### src/rtl/fetch_pkg.sv
// rtl/fetch_pkg.sv - shared types and constants for the IF-stage fetch controller
package fetch_pkg;

    // FSM encoding is fixed so waveforms and downstream debug tools agree on values
    typedef enum logic [1:0] {
        ST_BOOT      = 2'b00,
        ST_FETCH     = 2'b01,
        ST_WAIT_IMEM = 2'b10
    } fetch_state_e;

    // What happens to the PC register on the coming edge
    typedef enum logic [1:0] {
        ACT_HOLD     = 2'b00,
        ACT_STEP     = 2'b01,
        ACT_REDIRECT = 2'b10,
        ACT_PENDING  = 2'b11
    } pc_action_e;

    localparam logic [31:0] DEFAULT_RESET_VECTOR = 32'h0000_0000;
    localparam logic [31:0] DEFAULT_PC_STEP      = 32'd4;

    // Instruction fetches are word aligned; low address bits of a redirect are dropped
    function automatic logic [31:0] align_word(input logic [31:0] addr);
        return {addr[31:2], 2'b00};
    endfunction

endpackage

### src/rtl/pc_redirect_buffer.sv
// rtl/pc_redirect_buffer.sv - holds one redirect that arrived while a fetch was stalled
module pc_redirect_buffer (
    input  logic        clk_i,
    input  logic        rst_i,
    input  logic        set_i,
    input  logic        clear_i,
    input  logic [31:0] target_i,
    output logic        pending_o,
    output logic [31:0] target_o
);

    logic        pending_q;
    logic [31:0] target_q;

    // A new redirect always overwrites an older one, so the newest request wins
    always_ff @(posedge clk_i) begin
        if (rst_i) begin
            pending_q <= 1'b0;
            target_q  <= '0;
        end else if (set_i) begin
            pending_q <= 1'b1;
            target_q  <= target_i;
        end else if (clear_i) begin
            pending_q <= 1'b0;
        end
    end

    assign pending_o = pending_q;
    assign target_o  = target_q;

endmodule

### src/rtl/pc_fetch_controller.sv
// rtl/pc_fetch_controller.sv - IF-stage PC sequencer with stall, busywait and redirect arbitration
module pc_fetch_controller
    import fetch_pkg::*;
#(
    parameter logic [31:0] RESET_VECTOR = DEFAULT_RESET_VECTOR,
    parameter logic [31:0] PC_STEP      = DEFAULT_PC_STEP
) (
    input  logic        CLOCK,
    input  logic        RESET,
    input  logic        IMEM_BUSYWAIT,
    input  logic        DMEM_BUSYWAIT,
    input  logic        STALL_ID,
    input  logic        BRANCH_TAKEN,
    input  logic [31:0] BRANCH_TARGET,
    output logic [31:0] PC,
    output logic        IMEM_READ,
    output logic        IFID_WRITE,
    output logic        FLUSH_IFID,
    output logic [31:0] WAIT_CYCLES
);

    fetch_state_e state_q, state_d;
    pc_action_e   action;
    logic [31:0]  pc_q, pc_d;
    logic         imem_read_q;
    logic [31:0]  wait_cycles_q;
    logic         ifid_write;
    logic         flush_ifid;
    logic         buf_set;
    logic         buf_clear;
    logic         pending;
    logic [31:0]  pending_target;
    logic [31:0]  aligned_target;
    logic [31:0]  pc_plus_step;

    assign aligned_target = align_word(BRANCH_TARGET);
    assign pc_plus_step   = pc_q + PC_STEP;

    pc_redirect_buffer u_redirect_buffer (
        .clk_i     (CLOCK),
        .rst_i     (RESET),
        .set_i     (buf_set),
        .clear_i   (buf_clear),
        .target_i  (aligned_target),
        .pending_o (pending),
        .target_o  (pending_target)
    );

    // Decode this cycle's PC action and IF/ID controls from the current state and live inputs
    always_comb begin
        state_d    = state_q;
        action     = ACT_HOLD;
        ifid_write = 1'b0;
        flush_ifid = 1'b0;
        buf_set    = 1'b0;
        buf_clear  = 1'b0;
        if (RESET) begin
            flush_ifid = 1'b1;
        end else begin
            case (state_q)
                ST_BOOT: begin
                    flush_ifid = 1'b1;
                    state_d    = ST_FETCH;
                end
                ST_FETCH: begin
                    if (DMEM_BUSYWAIT) begin
                        action = ACT_HOLD;
                    end else if (BRANCH_TAKEN) begin
                        // The in-flight fetch is wrong-path, so a busy IMEM is irrelevant here
                        action     = ACT_REDIRECT;
                        ifid_write = 1'b1;
                        flush_ifid = 1'b1;
                    end else if (IMEM_BUSYWAIT) begin
                        state_d = ST_WAIT_IMEM;
                    end else if (!STALL_ID) begin
                        action     = ACT_STEP;
                        ifid_write = 1'b1;
                    end
                end
                ST_WAIT_IMEM: begin
                    if (DMEM_BUSYWAIT) begin
                        action = ACT_HOLD;
                    end else if (IMEM_BUSYWAIT) begin
                        buf_set = BRANCH_TAKEN;
                    end else begin
                        state_d = ST_FETCH;
                        if (pending) begin
                            action     = ACT_PENDING;
                            ifid_write = 1'b1;
                            flush_ifid = 1'b1;
                            buf_clear  = 1'b1;
                        end else if (BRANCH_TAKEN) begin
                            action     = ACT_REDIRECT;
                            ifid_write = 1'b1;
                            flush_ifid = 1'b1;
                        end else if (!STALL_ID) begin
                            action     = ACT_STEP;
                            ifid_write = 1'b1;
                        end
                    end
                end
                default: begin
                    state_d = ST_BOOT;
                end
            endcase
        end
    end

    // Select the next PC value from the decoded action
    always_comb begin
        pc_d = pc_q;
        case (action)
            ACT_STEP:     pc_d = pc_plus_step;
            ACT_REDIRECT: pc_d = aligned_target;
            ACT_PENDING:  pc_d = pending_target;
            default:      pc_d = pc_q;
        endcase
    end

    // Fetch FSM, PC register, fetch request and wait-cycle counter
    always_ff @(posedge CLOCK) begin
        if (RESET) begin
            state_q       <= ST_BOOT;
            pc_q          <= RESET_VECTOR;
            imem_read_q   <= 1'b0;
            wait_cycles_q <= '0;
        end else begin
            state_q <= state_d;
            pc_q    <= pc_d;
            if (state_q == ST_BOOT) begin
                imem_read_q <= 1'b1;
            end
            if (state_q == ST_WAIT_IMEM && wait_cycles_q != '1) begin
                wait_cycles_q <= wait_cycles_q + 32'd1;
            end
        end
    end

    assign PC          = pc_q;
    assign IMEM_READ   = imem_read_q;
    assign WAIT_CYCLES = wait_cycles_q;
    assign IFID_WRITE  = ifid_write;
    assign FLUSH_IFID  = flush_ifid;

endmodule

### config.mk
export PLATFORM = sky130hd
export DESIGN_NAME = pc_fetch_controller
export DESIGN_NICKNAME = d
export VERILOG_FILES = /design/src/rtl/fetch_pkg.sv /design/src/rtl/pc_redirect_buffer.sv /design/src/rtl/pc_fetch_controller.sv
export SDC_FILE = /design/constraint.sdc
export NUM_CORES = 1
export LEC_CHECK = 0
export CAP_MARGIN = 20
export CORE_MARGIN = 5
export CORE_UTILIZATION = 40
export DETAILED_ROUTE_END_ITERATION = 16
export PLACE_DENSITY = 0.73
export SETUP_SLACK_MARGIN = 0.2
export SYNTH_ARGS = -nofsm -noshare
export SYNTH_HDL_FRONTEND = slang
export SYNTH_SLANG_ARGS = --single-unit
### constraint.sdc
create_clock -name CLOCK -period 6.8 [get_ports CLOCK]
set_input_delay 0.68 -clock CLOCK [delete_from_list [all_inputs] [get_ports CLOCK]]
set_output_delay 0.68 -clock CLOCK [all_outputs]
set_load 0.01 [all_outputs]
Word-level counts from Yosys, hierarchy flattened

Cells that the tools add are included.

Output and inout bits: 67
Logic and storage cells: 69
Bits of input ports: 38
Bits in registers: 98

Reductions and logical operators: 5
Add/sub/neg operators: 2
Mux-type cells: 45
Equality and inequality tests: 11

Operator list:

| kind                                                                   | count |
|---|---|
| 32-bit case mux with 3 select lines                                    | 1 |
| 32-bit by 1-bit adder with 32-bit output (second input constant)       | 1 |
| 32-bit by 3-bit adder with 32-bit output (second input constant)       | 1 |
| 32-bit != test (second input constant)                                 | 1 |
| 1-bit two-way mux                                                      | 28 |
| 2-bit two-way mux                                                      | 12 |
| 2-bit != test (second input constant)                                  | 5 |
| 2-bit equality test (second input constant)                            | 3 |
| 2-bit case mux with 3 select lines                                     | 1 |
| 5-bit AND reduction                                                    | 1 |
| 2-bit by 1-bit equality test with 1-bit output (second input constant) | 2 |
| 2-bit case mux with 2 select lines                                     | 1 |
| 1-bit case mux with 3 select lines                                     | 1 |
| 3-bit nonzero test                                                     | 1 |
| 2-bit logical NOT                                                      | 1 |
| 1-bit case mux with 2 select lines                                     | 1 |
| 2-bit nonzero test                                                     | 1 |
| 1-bit logical AND                                                      | 1 |

Depth between registers and ports, before layout

Gate-level depths: netlist of run 1.

Word-level depth: 9
Depth in mapped cells: 12
Depth with buffers taken out: 9

By module

Synthesis of run 1 repeated with hierarchy kept, for this count alone.

Cells, all modules: 644
Area, all modules: 5,421.4 um^2

By module, submodules not included:

| module              | sequential area each (um^2) | cells each | instances | area an instance (um^2) |
|---|---|---|---|---|
| pc_fetch_controller | 1,341.3                     | 536        | 1         | 4,216.5 |
| pc_redirect_buffer  | 660.6                       | 108        | 1         | 1,204.9 |

Worst setup path before layout of run 1

No wires, ideal clock.

Path type: input -> output
From: input RESET
To: output IFID_WRITE
Setup slack: 3,913 ps
Stages: 7
Required time: 6,120 ps
Path buffers: 3
Data arrival time: 2,207 ps
Cells stage by stage: buf_6 -> or4b_1 -> buf_2 -> nor2_2 -> nor3_1 -> clkinv_1 -> buf_2

Cells in the longest elaborated chain, start to end: 1

RTL lines:

| item              | line                      | RTL |
|---|---|---|
| start, declared   | pc_fetch_controller.sv:9  | `input logic RESET,` |
| 1-bit two-way mux | pc_fetch_controller.sv:57 | `if (RESET) begin` |
| end, declared     | pc_fetch_controller.sv:17 | `output logic IFID_WRITE,` |

Every way passes these cells.

Final worst setup path of run 1

Same ends and word-level chain as after synthesis.

==> results summary, run 1 <==
The flow ran to the end, and the final reports show no timing, DRC or antenna violations. The first-pass GRT wire length is 22400 um. In this run the critical register-to-register path is launched from state_q[0]$_SDFFE_PP0P_. The cell sitting at the root of the clock tree is a clkbuf_16.

The actual transition at the worst max-transition pin is 952 ps. The number of nets at the end of the flow came out at 777. The final cycle utilization of the critical path is 66.2%. The sequential area share after synthesis came out at 39.5%.

The max-cap check violation count came out at 0. The number of instances on the worst hold path is 2. The via count of the first global-routing pass is 4608. The via density per instance came out at 5.63. The time the final worst path needs with I/O delays and setup is 4500 ps. For the worst setup path, the data required time is 6120 ps. Once detailed placement completed, the half-perimeter wirelength came to 9600 um. Setup violations remaining at the end of the flow were counted as 0. The fmax came out at 222 MHz. The clock buffer count from CTS came out at 9.

Setup repair after global routing left no endpoint under its margin. The via count is 4977. After synthesis, the cell types taking the most area are dfxtp_1 39%, nand2_1 11%, nor2_1 4.9%.

Walking the worst path, the cells encountered are buf_2, buf_4, or4b_1, nor3_1, nor3_1, buf_4, clkinv_1, clkdlybuf4s50_1. The setup fix buffers added after clock tree synthesis is 0. The final wirelength is 13700 um. For the worst-skew pair, the clock arrives at the later sink with an insertion delay of 340 ps.

The final routed DRC violation total came out at 0. The count of mapped cells out of synthesis came out at 648. The number of max-slew violations in the final report is 0.

The worst hold path begins at u_redirect_buffer.target_o[5]$_SDFFE_PP0P_. The number of buffers added to fix hold violations after cts came out at 0. The I/O pin count came out at 105. Once the clock tree was built, the resizer swapped 0 gates to a different size. The starting density of the core came out at 40.7%. The minimum setup slack among reg-to-reg paths is 3350 ps. The critical register-to-register path endpoint is PC[24]$_SDFFE_PP0P_. Cells with a size suffix above 1 make up 4.34% of the layout. The number of buffers added on ports is 100.

The worst setup path is captured at an output port. In this run the horizontal extent of the chip is 120 um. The setup TNS after final layout is 0 ps. The slowest stage of the critical path is the or4b_1 cell.

The synthesized cell area came out at 4870 sq um. The floorplan die area is 14500 sq um. In this run the worst path has a maximum fanout of 53.

The number of enable flip-flop cells after synthesis is 0. The number of placement rows came out at 40. After synthesis, the largest area contributor takes up 39.5% of total cell area. The clock-pin transition on the worst setup and hold timing paths is 60 ps. The depth of the CTS H-tree is 3.

A synthesized cell averages 7.52 sq um. In the synthesized netlist the async set-or-reset flop fraction comes to 0%. In this run the power density over the cells is 210 nW/um^2. Among all cell types in the netlist, the one instantiated most often is nand2_1. The initial antenna violation count is 0. The clock tree from TritonCTS is built. The design draws 1.31 mW. The path class of the tightest hold or removal check is reg2reg. The worst voltage drop across the vdd grid came out at 106 uV. Global routing used 18.9% of the available tracks across all layers. STA classifies the critical path startpoint as a primary input. The area growth from synthesis to layout came out at 28.0%. In the synthesized netlist the dominant register cell turns out to be dfxtp_1.

The worst min-delay path endpoint is u_redirect_buffer.target_o[5]$_SDFFE_PP0P_. The flip-flop and latch count after synthesis is 96. After synthesis, the netlist uses 63 different library cells.

The tree built by TritonCTS fans out to 96 sinks. The worst register-to-register path has a depth of 9. The arrival time at the worst endpoint came out at 3820 ps. The total inserted antenna cells is 0. For this design the static power due to leakage is 2.09 nW. The number of routed nets with antenna violations is 0.

The type of the worst setup path is in2out. The weighted congestion at the end of routability-driven global placement came out at 0.859. The first-pass iteration count of the detailed router is 6. The total global routing overflow is 0. The largest buffer count on any clock path is 2. For this run, the slowest stage of the critical path takes 700 ps.

The die outline height came out at 120 um. The placeable core area came out at 12000 sq um. After synthesis, the most frequently instantiated cells are 140 x nand2_1, 96 x dfxtp_1, 63 x nor2_1. Yosys printed 0 warnings. Measured against its own limit, the worst slew margin works out to 35.9%. After the first detailed-routing iteration, the DRC count stood at 405. The detailed-route wire length per cell came out at 15.5 um. The maximum number of pins on one net before global-route repair is 61. The synthesized design spends more area on one cell type than any other, namely dfxtp_1. The count of final hold-check violations came to 0. The setup skew after layout came out at 6.43 ps.
-- power breakdown --
| group | switching [mW] | internal (mW) | total [mW] | leakage [nW] |
|---|---|---|---|---|
| Sequential | 0.0264 | 0.586 | 0.612 | 0.774 |
| Clock | 0.214 | 0.284 | 0.497 | 0.137 |
| Combinational | 0.105 | 0.0961 | 0.201 | 1.18 |
| Total | 0.345 | 0.966 | 1.31 | 2.09 |
-- cell families (layout without fill, tap and decap cells) --
| family | Yosys count | after routing | share of synthesized area, % |
|---|---|---|---|
| AOI/OAI and AO/OA | 146 | 146 | 18.4 |
| xor gates and xnor gates | 30 | 30 | 5.39 |
| adders and majority gates | 6 | 6 | 1.54 |
| buffers and inverters | 46 | 134 | 4.31 |
| DFF | 96 | 96 | 39.5 |
| muxes | 4 | 4 | 0.822 |
| other | 1 | 2 | 0.0770 |
| and+or+nand+nor | 319 | 319 | 30.0 |
-- per-layer routing --
layer	share of wire, %	up-vias	wire length, um	track usage, %
li1	-	2454	-	-
met1	43	2318	5940	23.8
met2	48	179	6540	31.4
met3	6.3	26	866	3.51
met4	2.6	0	351	8.71
met5	0	-	0	0
-- area by class of cell --
| class | count | area (sq um) |
|---|---|---|
| Fill cell | 1102 | 5730 |
| Clock buffer | 12 | 236 |
| Multi-Input combinational cell | 507 | 2750 |
| Clock inverter | 3 | 43.8 |
| Timing Repair Buffer | 108 | 1060 |
| Tap cell | 147 | 184 |
| Sequential cell | 96 | 1920 |
| Inverter | 11 | 41.3 |
-- stage by stage --
stage	util (%)	instances	hold slack, ps	instance area (sq um)	worst slack [ps]
floorplan	-	649	435	4870	3910
global placement	49.7	868	445	5950	2400
detailed placement	49.7	868	451	5950	2370
CTS	52.1	883	459	6230	2360
global route	52.1	884	482	6230	2210
finish	52.1	884	457	6230	2300
-- critical path, delay by kind of cell --
family,cells,cell delay [ps]
buffers and inverters,5,1740
and+or+nand+nor,3,1350
-- worst max-delay path by stage --
stage | startpoint | to | slack [ps] | cells past startpoint
after global routing | RESET | IFID_WRITE | 2210 | 8
after CTS | RESET | IFID_WRITE | 2360 | 8
after global placement | RESET | IFID_WRITE | 2400 | 8
final | RESET | IFID_WRITE | 2300 | 8
after floorplan | RESET | IFID_WRITE | 3910 | 7
after detailed placement | RESET | IFID_WRITE | 2370 | 8
-- layout by cell type, fill, tap and decap left out, types with 3 or more instances in the layout --
cell	netlist	final
o21ai_0	46	46
mux2i_1	4	4
and3_1	13	13
clkbuf_16	0	9
nor4_1	6	6
nand3_1	32	32
nor3_1	25	24
o21ai_1	10	9
o21a_1	3	3
xor2_1	13	13
dfxtp_1	96	96
or3_1	5	5
nand2_1	140	140
inv_1	9	9
a2111oi_0	3	3
nor2_1	63	63
a31oi_1	13	13
a211oi_1	4	4
nand2b_1	3	3
a311oi_1	5	5
buf_4	2	8
clkbuf_1	23	3
ha_1	6	6
nand4_1	14	14
a21oi_1	33	33
clkdlybuf4s50_1	0	99
xnor2_1	17	17
o31ai_1	6	6
-- state kept, by name, indices dropped and copies added (netlist names) --
| register | count |
|---|---|
| u_redirect_buffer.target_o | 30 |
| WAIT_CYCLES | 32 |
| u_redirect_buffer.pending_o | 1 |
| state_q | 2 |
| PC | 30 |
| IMEM_READ | 1 |
Note: power is estimated with default switching activity, not from simulation.
==> inputs of run 2 (changes only) <==
==> constraint.sdc (replaced) <==
create_clock -name CLOCK -period 4.65 [get_ports CLOCK]
set_input_delay 0.465 -clock CLOCK [delete_from_list [all_inputs] [get_ports CLOCK]]
set_output_delay 0.465 -clock CLOCK [all_outputs]
set_load 0.01 [all_outputs]
==> run 2 against run 1 <==
Power rose by 48%. Combinational power rose by 46%. Critical endpoint unchanged. Count of clock-buffer cells in the layout fell by 3. Final area rose by 0.26%. Via count rose by 0.82%. Critical path type is now reg2out. Non-clock buffer count did not move. Critical path depth did not move. Sequential power rose by 46%. Sequential cell count did not move. Global-route usage rose by 0.63 points. Die area did not move.
==> results summary, run 2 (synthesized netlist as in run 1, its figures left out) <==
Run status: finished clean (unchanged). The final HPWL from detailed placement was 9580 um (was 9600 um). The detailed-route wire length per cell is 15.8 um (was 15.5 um).

The via count came out at 5018 (was 4977). The total global routing overflow is 0 (unchanged). The ratio of total power to cell area is 311 nW/um^2 (was 210 nW/um^2). The worst voltage drop across the vdd grid came out at 211 uV (was 106 uV). The area taken by multi-input logic gates came out at 2750 sq um (unchanged).

The data required time of the critical path came out at 4180 ps (was 6120 ps). The DRC marker count from the first detailed-route iteration was 401 (was 405). Among the stages of the critical path, the cell type that occurs most often is nor3_1. The final routed DRC violation total came to 0 (unchanged). The count of filler cells inserted in the layout is 1142 (was 1102). List of cells traversed by the critical path: inv_1, ha_1, or4b_1, nor3_1, nor3_1, buf_4, clkinv_1, clkdlybuf4s50_1 (was buf_2, buf_4, or4b_1, nor3_1, nor3_1, buf_4, clkinv_1, clkdlybuf4s50_1). Most frequent cells in the layout: 140 x nand2_1, 99 x clkdlybuf4s50_1, 96 x dfxtp_1, 63 x nor2_1, 46 x o21ai_0 (unchanged). The type of the worst min-delay path is reg2reg (unchanged).

The number of max-slew violations in the final report is 0 (unchanged). The count of cells resized by post-cts repair is 0 (unchanged). The starting density of the core came out at 40.7% (unchanged).

The type of the worst setup path is reg2out (was in2out). The leading cell type in the layout, fill and taps excluded was nand2_1 (unchanged). The final setup violation count is 0 (unchanged).

The placeable core area came out at 12000 sq um (unchanged). The headroom to the max-slew limit came out at 28.5% (was 35.9%). The first-pass GRT wire length came out at 23100 um (was 22400 um). The depth of the CTS H-tree came to 3 (unchanged). Subtracting the final worst setup slack from the clock period gives 3650 ps.

The initial antenna violation count is 0 (unchanged). The weighted congestion at the end of routability-driven global placement was 0.867 (was 0.859). The largest buffer count on any clock path is 2 (unchanged). The setup TNS after final layout was 0 ps (unchanged).

The via count of the first global-routing pass was 4694 (was 4608). The max-cap check violation count came to 0 (unchanged). The critical path's largest stage delay was 580 ps (was 700 ps).

The number of nets at the end of the flow came to 777 (unchanged). The total inserted antenna cells came to 0 (unchanged). The area growth from synthesis to layout was 28.3% (was 28.0%). The number of buffers added on ports is 100 (unchanged). The final core area utilization came out at 52.3% (was 52.1%). Setup repair after global routing missed its margin: no (unchanged). The number of flip-flops in the largest register came to 32 (unchanged).

The die outline height came out at 120 um (unchanged). The overall routing resource usage is 19.5% (was 18.9%). The floorplan die area is 14500 sq um (unchanged). The number of clock sinks is 96 (unchanged).

The clock buffer count from CTS was 9 (unchanged). The first-pass iteration count of the detailed router was 6 (unchanged). The fraction of layout cells with a size suffix above 1 is 4.88% (was 4.34%). The number of routed nets with antenna violations is 0 (unchanged).

The via density per instance came out at 5.67 (was 5.63). The I/O pin count came out at 105 (unchanged). The count of final hold-check violations came out at 0 (unchanged). The launching element type of the critical path is a flip-flop (was primary input). The fmax came out at 274 MHz.

The clock-pin transition on the worst setup and hold timing paths is 70 ps (was 60 ps). The actual transition at the worst max-transition pin came out at 1060 ps (was 952 ps). The library cell contributing the largest single delay on the critical path is nor3_1 (was or4b_1). The clock tree from TritonCTS is built (unchanged). The setup skew after layout came out at 7.92 ps (was 6.43 ps).

The setup fix buffers added after clock tree synthesis was 0 (unchanged). The number of placement rows came out at 40 (unchanged). The width of the die is 120 um (unchanged). The arrival time at the worst endpoint came to 3180 ps (was 3820 ps).

The leakage power figure came out at 2.09 nW (about the same). The number of buffers added to fix hold violations after cts is 0 (unchanged). The storage element area came out at 1920 sq um (unchanged). The clock latency of the later-clocked register in the worst-skew pair is 350 ps (was 340 ps). The final wirelength came out at 14000 um (was 13700 um). The critical-path maximum fanout was 14 (was 53).

The maximum number of pins on one net before global-route repair came out at 63 (was 61). The critical path endpoint category is an output port (unchanged). The final hold slack was 460 ps (was 457 ps). The final critical path takes up 78.4% of the cycle. The cell at the root of the clock tree is clkbuf_16 (unchanged).
[run 2: cell types whose count changed in the layout (fill, tap and decap cells not counted), sizes merged]
| cell | before | now |
|---|---|---|
| inv | 10 | 11 |
| clkinvlp | 0 | 3 |
| clkbuf | 12 | 9 |
[run 2: per-layer routing]
| metal | routed length (um) | up-vias | track usage, % |
|---|---|---|---|
| met1 | 6300 | 2403 | 25.5 |
| met5 | 0 | - | 0 |
| met4 | 292 | 0 | 8.92 |
| li1 | - | 2456 | - |
| met3 | 684 | 23 | 3.60 |
| met2 | 6690 | 136 | 31.5 |
[run 2: metrics by stage]
stage | instances | setup WS [ps] | instance area, sq um | total power [mW]
after global placement | 869 | 933 | 5950 | 1.20
after CTS | 885 | 968 | 6250 | 1.96
after detailed placement | 869 | 836 | 5950 | 1.21
final | 885 | 1000 | 6250 | 1.94
after floorplan | 649 | 2040 | 4870 | 1.07
after global routing | 885 | 797 | 6250 | 2.03
[run 2: cell type report]
type | instances | area share (%)
inverter | 11 | 0.661
sequential | 96 | 30.7
clock buffer | 9 | 3.60
tap | 147 | 2.94
timing repair buffer | 108 | 16.9
clock inverter | 7 | 1.14
multi-input combinational | 507 | 44.0
[run 2: worst max-delay path: cells and delay by family, from the launching register on]
family,cells,cell delay (ps)
adders and majority gates,1,300
DFF,1,390
and+or+nand+nor,3,1230
buffers and inverters,4,910
[run 2: report_power, final]
| group | total (mW) | internal [mW] | switching [mW] |
|---|---|---|---|
| logic | 0.294 | 0.141 | 0.152 |
| clock network | 0.752 | 0.417 | 0.335 |
| registers | 0.896 | 0.856 | 0.0397 |
| total | 1.94 | 1.41 | 0.528 |
[run 2: final timing paths]
path                                               start                                     endpoint  slack, ps  depth (start not counted)
max                              state_q[0]$_SDFFE_PP0P_                                   IFID_WRITE       1000                          8
min reg2reg  u_redirect_buffer.target_o[26]$_SDFFE_PP0P_  u_redirect_buffer.target_o[26]$_SDFFE_PP0P_        460                          2
max reg2reg                      state_q[0]$_SDFFE_PP0P_                          PC[24]$_SDFFE_PP0P_       1160                          9
min          u_redirect_buffer.target_o[26]$_SDFFE_PP0P_  u_redirect_buffer.target_o[26]$_SDFFE_PP0P_        460                          2
